$ cat config.mk
export PLATFORM = sky130hd
export DESIGN_NAME = calc_result_formatter
export DESIGN_NICKNAME = d
export VERILOG_FILES = /design/src/rtl/calc_result_formatter.sv
export SDC_FILE = /design/constraint.sdc
export NUM_CORES = 1
export LEC_CHECK = 0
export BUFFER_PORTS_ARGS = -buffer_cell sky130_fd_sc_hd__buf_2
export CORE_ASPECT_RATIO = 1.5
export CORE_MARGIN = 2
export CORE_UTILIZATION = 40
export DETAILED_ROUTE_END_ITERATION = 6
export GPL_TIMING_DRIVEN = 0
export PLACE_DENSITY = 0.6
export SLEW_MARGIN = 20
export SYNTH_ARGS = -nofsm -noshare
export SYNTH_HDL_FRONTEND = slang
export SYNTH_SLANG_ARGS = --single-unit
$ cat constraint.sdc
create_clock -name clk -period 3.4 [get_ports clk]
set_input_delay 0 -clock clk [delete_from_list [all_inputs] [get_ports clk]]
set_output_delay 0 -clock clk [all_outputs]
set_load 0.1 [all_outputs]
$ cat src/rtl/calc_result_formatter.sv
// Signed binary result -> ASCII decimal character stream using a bit-serial double-dabble engine.
// Define FMT_NEWLINE_EN to append a trailing 8'h0A that carries out_last.
module calc_result_formatter #(
    parameter int WIDTH = 32
) (
    input  logic             clk,
    input  logic             rst,
    input  logic [WIDTH-1:0] in_result,
    input  logic             in_valid,
    output logic             in_ready,
    output logic [7:0]       out_data,
    output logic             out_valid,
    input  logic             out_ready,
    output logic             out_last
);

    function automatic int unsigned calc_digits(input int unsigned w);
        longint unsigned v;
        int unsigned     n;
        v = 64'd1 << w;
        n = 0;
        for (int unsigned i = 0; i < 20; i++) begin
            if (v != 64'd0) begin
                v = v / 64'd10;
                n++;
            end
        end
        return n;
    endfunction

    localparam int unsigned DIGITS = calc_digits(WIDTH);
    localparam int unsigned BCDW   = 4 * DIGITS;
    localparam int unsigned IDXW   = $clog2(DIGITS);
    localparam int unsigned CNTW   = $clog2(WIDTH);

    typedef enum logic [2:0] {
        S_IDLE,
        S_CONVERT,
        S_SIGN,
        S_DIGITS
`ifdef FMT_NEWLINE_EN
        , S_NL
`endif
    } state_t;

    state_t           state_q, state_d;
    logic             neg_q, neg_d;
    logic [WIDTH-1:0] mag_q, mag_d;
    logic [BCDW-1:0]  bcd_q, bcd_d;
    logic [CNTW-1:0]  cnt_q, cnt_d;
    logic [IDXW-1:0]  idx_q, idx_d;
    logic [7:0]       out_data_q, out_data_d;
    logic             out_valid_q, out_valid_d;
    logic             out_last_q, out_last_d;

    logic [BCDW-1:0]  bcd_adj;
    logic [BCDW-1:0]  bcd_shift;
    logic [WIDTH-1:0] mag_shift;
    logic [IDXW-1:0]  msd;

    function automatic logic [7:0] digit_char(input logic [BCDW-1:0] b,
                                              input logic [IDXW-1:0] i);
        return {4'h3, b[4*i +: 4]};
    endfunction

    function automatic logic digit_last(input logic [IDXW-1:0] i);
`ifdef FMT_NEWLINE_EN
        return (i != i);
`else
        return (i == '0);
`endif
    endfunction

    always_comb begin
        state_d     = state_q;
        neg_d       = neg_q;
        mag_d       = mag_q;
        bcd_d       = bcd_q;
        cnt_d       = cnt_q;
        idx_d       = idx_q;
        out_data_d  = out_data_q;
        out_valid_d = out_valid_q;
        out_last_d  = out_last_q;

        bcd_adj = bcd_q;
        for (int unsigned i = 0; i < DIGITS; i++) begin
            if (bcd_q[4*i +: 4] >= 4'd5) begin
                bcd_adj[4*i +: 4] = bcd_q[4*i +: 4] + 4'd3;
            end
        end
        {bcd_shift, mag_shift} = {bcd_adj, mag_q} << 1;

        // Leading-digit search runs on the post-shift value so the first
        // character can be registered on the final conversion edge.
        msd = '0;
        for (int unsigned i = 0; i < DIGITS; i++) begin
            if (bcd_shift[4*i +: 4] != 4'd0) begin
                msd = IDXW'(i);
            end
        end

        case (state_q)
            S_IDLE: begin
                if (in_valid) begin
                    neg_d   = in_result[WIDTH-1];
                    mag_d   = in_result[WIDTH-1] ? (~in_result + WIDTH'(1)) : in_result;
                    bcd_d   = '0;
                    cnt_d   = '0;
                    state_d = S_CONVERT;
                end
            end
            S_CONVERT: begin
                bcd_d = bcd_shift;
                mag_d = mag_shift;
                cnt_d = cnt_q + CNTW'(1);
                if (cnt_q == CNTW'(WIDTH - 1)) begin
                    idx_d       = msd;
                    out_valid_d = 1'b1;
                    if (neg_q) begin
                        state_d    = S_SIGN;
                        out_data_d = 8'h2D;
                        out_last_d = 1'b0;
                    end else begin
                        state_d    = S_DIGITS;
                        out_data_d = digit_char(bcd_shift, msd);
                        out_last_d = digit_last(msd);
                    end
                end
            end
            S_SIGN: begin
                if (out_ready) begin
                    state_d    = S_DIGITS;
                    out_data_d = digit_char(bcd_q, idx_q);
                    out_last_d = digit_last(idx_q);
                end
            end
            S_DIGITS: begin
                if (out_ready) begin
                    if (idx_q == '0) begin
`ifdef FMT_NEWLINE_EN
                        state_d    = S_NL;
                        out_data_d = 8'h0A;
                        out_last_d = 1'b1;
`else
                        state_d     = S_IDLE;
                        out_valid_d = 1'b0;
                        out_last_d  = 1'b0;
`endif
                    end else begin
                        idx_d      = idx_q - IDXW'(1);
                        out_data_d = digit_char(bcd_q, idx_q - IDXW'(1));
                        out_last_d = digit_last(idx_q - IDXW'(1));
                    end
                end
            end
`ifdef FMT_NEWLINE_EN
            S_NL: begin
                if (out_ready) begin
                    state_d     = S_IDLE;
                    out_valid_d = 1'b0;
                    out_last_d  = 1'b0;
                end
            end
`endif
            default: state_d = S_IDLE;
        endcase
    end

    always_ff @(posedge clk) begin
        if (rst) begin
            state_q     <= S_IDLE;
            neg_q       <= 1'b0;
            mag_q       <= '0;
            bcd_q       <= '0;
            cnt_q       <= '0;
            idx_q       <= '0;
            out_data_q  <= 8'h00;
            out_valid_q <= 1'b0;
            out_last_q  <= 1'b0;
        end else begin
            state_q     <= state_d;
            neg_q       <= neg_d;
            mag_q       <= mag_d;
            bcd_q       <= bcd_d;
            cnt_q       <= cnt_d;
            idx_q       <= idx_d;
            out_data_q  <= out_data_d;
            out_valid_q <= out_valid_d;
            out_last_q  <= out_last_d;
        end
    end

    assign in_ready  = (state_q == S_IDLE);
    assign out_data  = out_data_q;
    assign out_valid = out_valid_q;
    assign out_last  = out_last_q;

endmodule

Word level (Yosys, flattened, before mapping)
Cells that the tools add are included.
Storage, ports and cells
  register bits after elaboration: 95
  input bits: 36
  output and inout bits: 11
Operators by class
  add/sub/neg operators: 13
  $lt $le $gt $ge: 10
  eq/ne operators: 10
  shifts and indexed selects: 3
  mux-type cells: 53
  bitwise logic cells: 1
  reduce and logical (&&, ||, !) cells: 23
Operator list (number)
  $shiftx A40 B7 Y4: 3
  $mux W4: 20
  $pmux W40 S2: 1
  $mux W32: 2
  $pmux W32 S2: 1
  $ge A4 B3 Y1 const B: 10
  $mux W40: 1
  $add A4 B2 Y4 const B: 9
  $reduce_bool A4 Y1: 9
  $add A32 B1 Y32 const B: 1
  $mux W8: 4
  $not A32 Y32: 1
  $pmux W8 S3: 1
  $mux W3: 6
  $logic_not A4 Y1: 3
  $ne A2 B2 Y1 const B: 6
  $pmux W3 S4: 1
  $reduce_and A4 Y1: 3
  $mux W1: 10
  $mux W5: 2
  $pmux W5 S2: 1
  $reduce_and A5 Y1: 2
  $pmux W4 S2: 1
  $eq A3 B2 Y1 const B: 2
  other kinds (11): 13

Depth between registers and ports, before layout
  depth after elaboration: 16
  mapped depth: 14

Worst setup path before layout
No wires, ideal clock.
  path type: flip-flop to flip-flop
  from: register bcd_q[21]
  to: register out_data_q[0], in the netlist out_data[0]
  setup time: 133 ps
  data arrival time: 2660 ps
  path slack: 608 ps
  stages on the path, launching flop included: 13
  path buffers: 0
  cell sequence: dfxtp_1 inv_1 ha_1 nand2b_1 a21oi_1 mux2i_1 nand3_1 nor3b_1 o21ai_2 a21boi_2 mux2_2 o211ai_2 a211oi_2
On the way
  cells in the longest elaborated chain, start to end: 12
  elaborated cells on any way between the ends: 14
  classes of those cells: add/sub: 1; order compare: 1; shift: 1; mux: 9; reduce/logical: 2
Ends and longest elaborated chain
  from (decl): RTL line 49  | logic [BCDW-1:0] bcd_q, bcd_d;
  from (signal assigned): RTL line 174  | bcd_q <= '0;
  from (signal assigned): RTL line 184  | bcd_q <= bcd_d;
  $add A4 B2 Y4 / $ge A4 B3 Y1 (equally long branches): RTL line 88, 87
  $mux W4 *: RTL line 87  | if (bcd_q[4*i +: 4] >= 4'd5) begin
  $reduce_bool A4 Y1: RTL line 97  | if (bcd_shift[4*i +: 4] != 4'd0) begin
  $mux W4 (5 in series): RTL line 97
  $shiftx A40 B7 Y4 *: RTL line 63  | return {4'h3, b[4*i +: 4]};
  $mux W5 *: RTL line 119  | if (neg_q) begin
  $mux W8 *: RTL line 116  | if (cnt_q == CNTW'(WIDTH - 1)) begin
  $pmux W8 S3 *: RTL line 102  | case (state_q)
  to (signal assigned): RTL line 187  | out_data_q <= out_data_d;
  to (decl): RTL line 52  | logic [7:0] out_data_q, out_data_d;
Mark *: on every way between the ends. The rest lies on a longest branch, timed or not. The select of a mux whose other input is x is not followed.
A chain may end at the register's enable or synchronous reset.

Final worst setup path
  from: register bcd_q[29]
  to: register out_data_q[1], in the netlist out_data[1]
On the way
  cells in the longest elaborated chain, start to end: 10
  elaborated cells on any way between the ends: 17
  classes of those cells: add/sub: 1; order compare: 1; shift: 3; mux: 10; reduce/logical: 2
Ends and longest elaborated chain (RTL line)
  $add A4 B2 Y4 / $ge A4 B3 Y1 (equally long branches): 88, 87
  $mux W4: 87
  $reduce_bool A4 Y1: 97
  $mux W4 (3 in series): 97
  $shiftx A40 B7 Y4: 63
  $mux W5: 119
  $mux W8: 116
  $pmux W8 S3 *: 102
Marked as above.

==> metrics.md <==
| Metric | Value |
|---|---|
| Outcome | `finished, final reports clean` |
| Vias | `5967` |
| Core ar. | `0.01555 mm²` |
| Worst skew pair latency | `0.35 ns` |
| Die X | `between 100 and 150 µm` |
| Syn Area/Cell | `~7.9 µm²` |
| Final Non-Filler Cells | `roughly 1100` |
| Final Setup Violations | `0` |
| Slowest CP cell | `nor4_2` |
| Antenna Nets Post-Route | `0` |
| CP endpoint kind | `flop` |
| Unique masters post-synth | `66` |
| CTS clk-pin slew, worst paths | `0.07 ns` |
| Fillcell total | `~1600` |
| Inserted Diodes | `0` |
| Vias in the first global route | `between 5000 and 6000` |
| Placed cell count | `about 1000` |
| Std-Cell Rows | `between 50 and 60` |
| Clock Tree Buf Depth | `2` |
| First-pass GRT wire length | `between 20000 and 30000 µm` |
| Initial Utilization | `40.54%` |
| Synthesis-stage register bit count | `between 90 and 100` |
| Top delay family on crit path | `compound AO/OA/AOI/OAI gates` |
| Worst EP required | `around 3.6 ns` |
| PortBufs | `between 40 and 50` |
| Residual DRC | `0` |
| Routability-driven placement congestion ratio | `about 0.94` |
| Leak pwr | `between 2 and 3 nW` |
| Initial drt markers | `344` |
| Unrepaired setup endpoints after global routing | `true` |
| Slew of the pin with the lowest slew margin | `between 0.9 and 1 ns` |
| WL per Instance | `about 17 µm` |
| Setup TNS Final | `0 ns` |
| Ys Warns | `0` |
| Layout Nets | `around 930` |
| Final Hold Fails | `0` |
| Ports | `between 40 and 50` |
| Final core utilization | `between 40% and 50%` |
| CP Cell Sequence | `inv_1, ha_1, nand2b_1, a21oi_2, mux2i_1, nor4_2, nand2_1, o21ai_2, buf_2, mux2i_1, a22oi_1, o211ai_1, o22ai_1` |
| Number of enable flip-flop cells after synthesis | `0` |
| Register area | `approximately 0.0018 mm²` |
| Largest net degree at the start of global routing | `15` |
| Critical setup path kind | `reg -> reg` |
| Share of cells above drive strength 1 | `between 10% and 20%` |
| Post-DP HPWL | `13940 µm` |
| Largest area contributor in the netlist | `dfxtp_1` |
| Routed wire length | `17990 µm` |
| Count leader, synth | `nand2_1` |
| Post-Syn Area | `between 0.006 and 0.007 mm²` |
| Initial antenna violation count | `0` |
| Max Fclk | `between 0.3 and 0.4 GHz` |
| Tcrit/Tclk final | `about 95%` |
| Maxcap violations | `0` |
| CTS tree | `built` |
| First drt pass iteration count | `5` |
| Top FF cell, synth | `dfxtp_1` |
| Total power | `roughly 0.004 W` |
| Rel. slew slack | `~37%` |
| Hold crit path type | `in -> reg` |
| Die height | `157.8 µm` |
| Sink Count | `92` |
| Worst Path Arrival | `3.44 ns` |
| Setup Skew | `around 0.0076 ns` |
| Area occupied by multi-input gates | `about 0.0042 mm²` |
| Root Buffer | `clkbuf_16` |
| Final min period | `about 3.2 ns` |
| Critical Path Fanout Max | `10` |
| Die Area | `roughly 0.017 mm²` |
| H-tree levels | `3` |
| Fin area | `0.007211 mm²` |
| Area share of the largest cell type after synthesis | `29.21%` |
| Synth-to-Final Area Change | `14.35%` |
| VDD IR max | `~0.26 mV` |
| Max incr delay on CP | `roughly 0.43 ns` |
| Final Slew Violations | `0` |
| DR vias/cell | `5.561` |
| Power per cell area | `between 500 and 600 mW/mm²` |
| Cell mode on critical path | `mux2i_1` |
| Total gr overflow | `0` |
| Clock buffers created by TritonCTS | `9` |
| Total global-route track usage | `21.80%` |
| Syn Inst Count | `801` |
| Sequential area share after synthesis | `a little under 30%` |
| Area contributors post-synth | `dfxtp_1 (29%), nand2_1 (6.0%), ha_1 (6.0%)` |
| Buf/Inv on CP | `2` |
| Worst setup SP type | `flop` |
| Synth top cells by count | `nand2_1 (101), nor2_1 (94), dfxtp_1 (92)` |
| Placed inst area | `just under 0.007 mm²` |
| Ys async rst share | `0%` |
-- stage by stage --
step | hold WS (ns) | setup WS, ns
after global routing | 0.07818 | -0.03532
after detailed placement | 0.2744 | 0.007456
final | 0.03393 | 0.1578
after global placement | 0.2744 | 0.006176
after CTS | 0.03929 | 0.07074
after floorplan | 0.09837 | 0.6075
-- logic make-up (layout without fill, tap and decap cells) --
logic type	after synthesis	after routing	share of synthesized area (%)
and+or+nand+nor	295	295	22.12
AOI/OAI and AO/OA	215	215	22.40
DFF	92	92	29.21
buffers and inverters	76	144	4.881
xor gates and xnor gates	46	46	6.389
muxes	46	46	8.988
adders and majority gates	30	30	5.952
other	1	2	0.05947
-- where the power goes --
group / total (W) / switching (W) / internal, W
combinational: 0.00170 / 0.00124 / 0.000464
clock: 0.00107 / 0.000443 / 0.000632
sequential: 0.00133 / 0.0000970 / 0.00124
-- tightest hold or removal path, cell delays in order --
cell	delay [ns]
buf_2	0.10
xnor2_1	0.11
a222oi_1	0.06
nor2_1	0.08
-- state kept, by name, summed over array words and instances, names as in the netlist --
name	flops
bcd_q	40
cnt_q	5
idx_q	4
mag_q	32
neg_q	1
out_data	6
out_last	1
out_valid	1
state_q	2
-- cell usage in the layout, fill, tap and decap left out, types with 18 or more instances in the layout --
| cell | synthesis | routed |
|---|---|---|
| a22oi_1 | 35 | 35 |
| nand2b_1 | 21 | 21 |
| nor2_1 | 94 | 94 |
| clkbuf_1 | 32 | 33 |
| buf_2 | 3 | 47 |
| mux2i_1 | 36 | 34 |
| o21ai_0 | 34 | 34 |
| xor2_1 | 19 | 18 |
| a21oi_1 | 59 | 57 |
| ha_1 | 30 | 30 |
| dfxtp_1 | 92 | 92 |
| nand2_1 | 101 | 101 |
| xnor2_1 | 27 | 27 |
| inv_1 | 32 | 32 |
-- cell type report --
cell class                      instances  area share [%]
Tap cell                              203           3.522
Inverter                               32           1.666
Clock buffer                           13           3.748
Clock inverter                          3          0.6073
Multi-Input combinational cell        634           58.32
Sequential cell                        92           25.54
Timing Repair Buffer                   52           3.991
Buffer                                 44           2.603
-- routing by layer --
layer | wire length (µm) | up-vias | track usage (%) | share of wire (%)
met5 | 0 | - | 0 | 0
met4 | 690 | 0 | 11.07 | 3.8
met3 | 566 | 43 | 2.635 | 3.1
met2 | 9615 | 148 | 41.58 | 53
met1 | 7122 | 2786 | 23.35 | 40
li1 | - | 2990 | - | -
-- repair_timing --
item / CTS / global route
resized for setup: 1 / 8
setup endpoints to repair: 1 / 3
setup buffers: 0 / 5
hold buffers: 3 / 0
pin swaps: 0 / 2
endpoints found under the hold margin: 3 / 0
-- final timing paths --
kind	from	cells after the start	slack (ns)	endpoint
worst max-delay path	bcd_q[29]	13	0.16	out_data[1]
worst max register to register	bcd_q[29]	13	0.16	out_data[1]
worst min register to register	mag_q[28]	2	0.45	mag_q[28]
worst min-delay path	in_result[19]	4	0.03	mag_q[19]
Note: power is estimated with default switching activity, not from simulation.
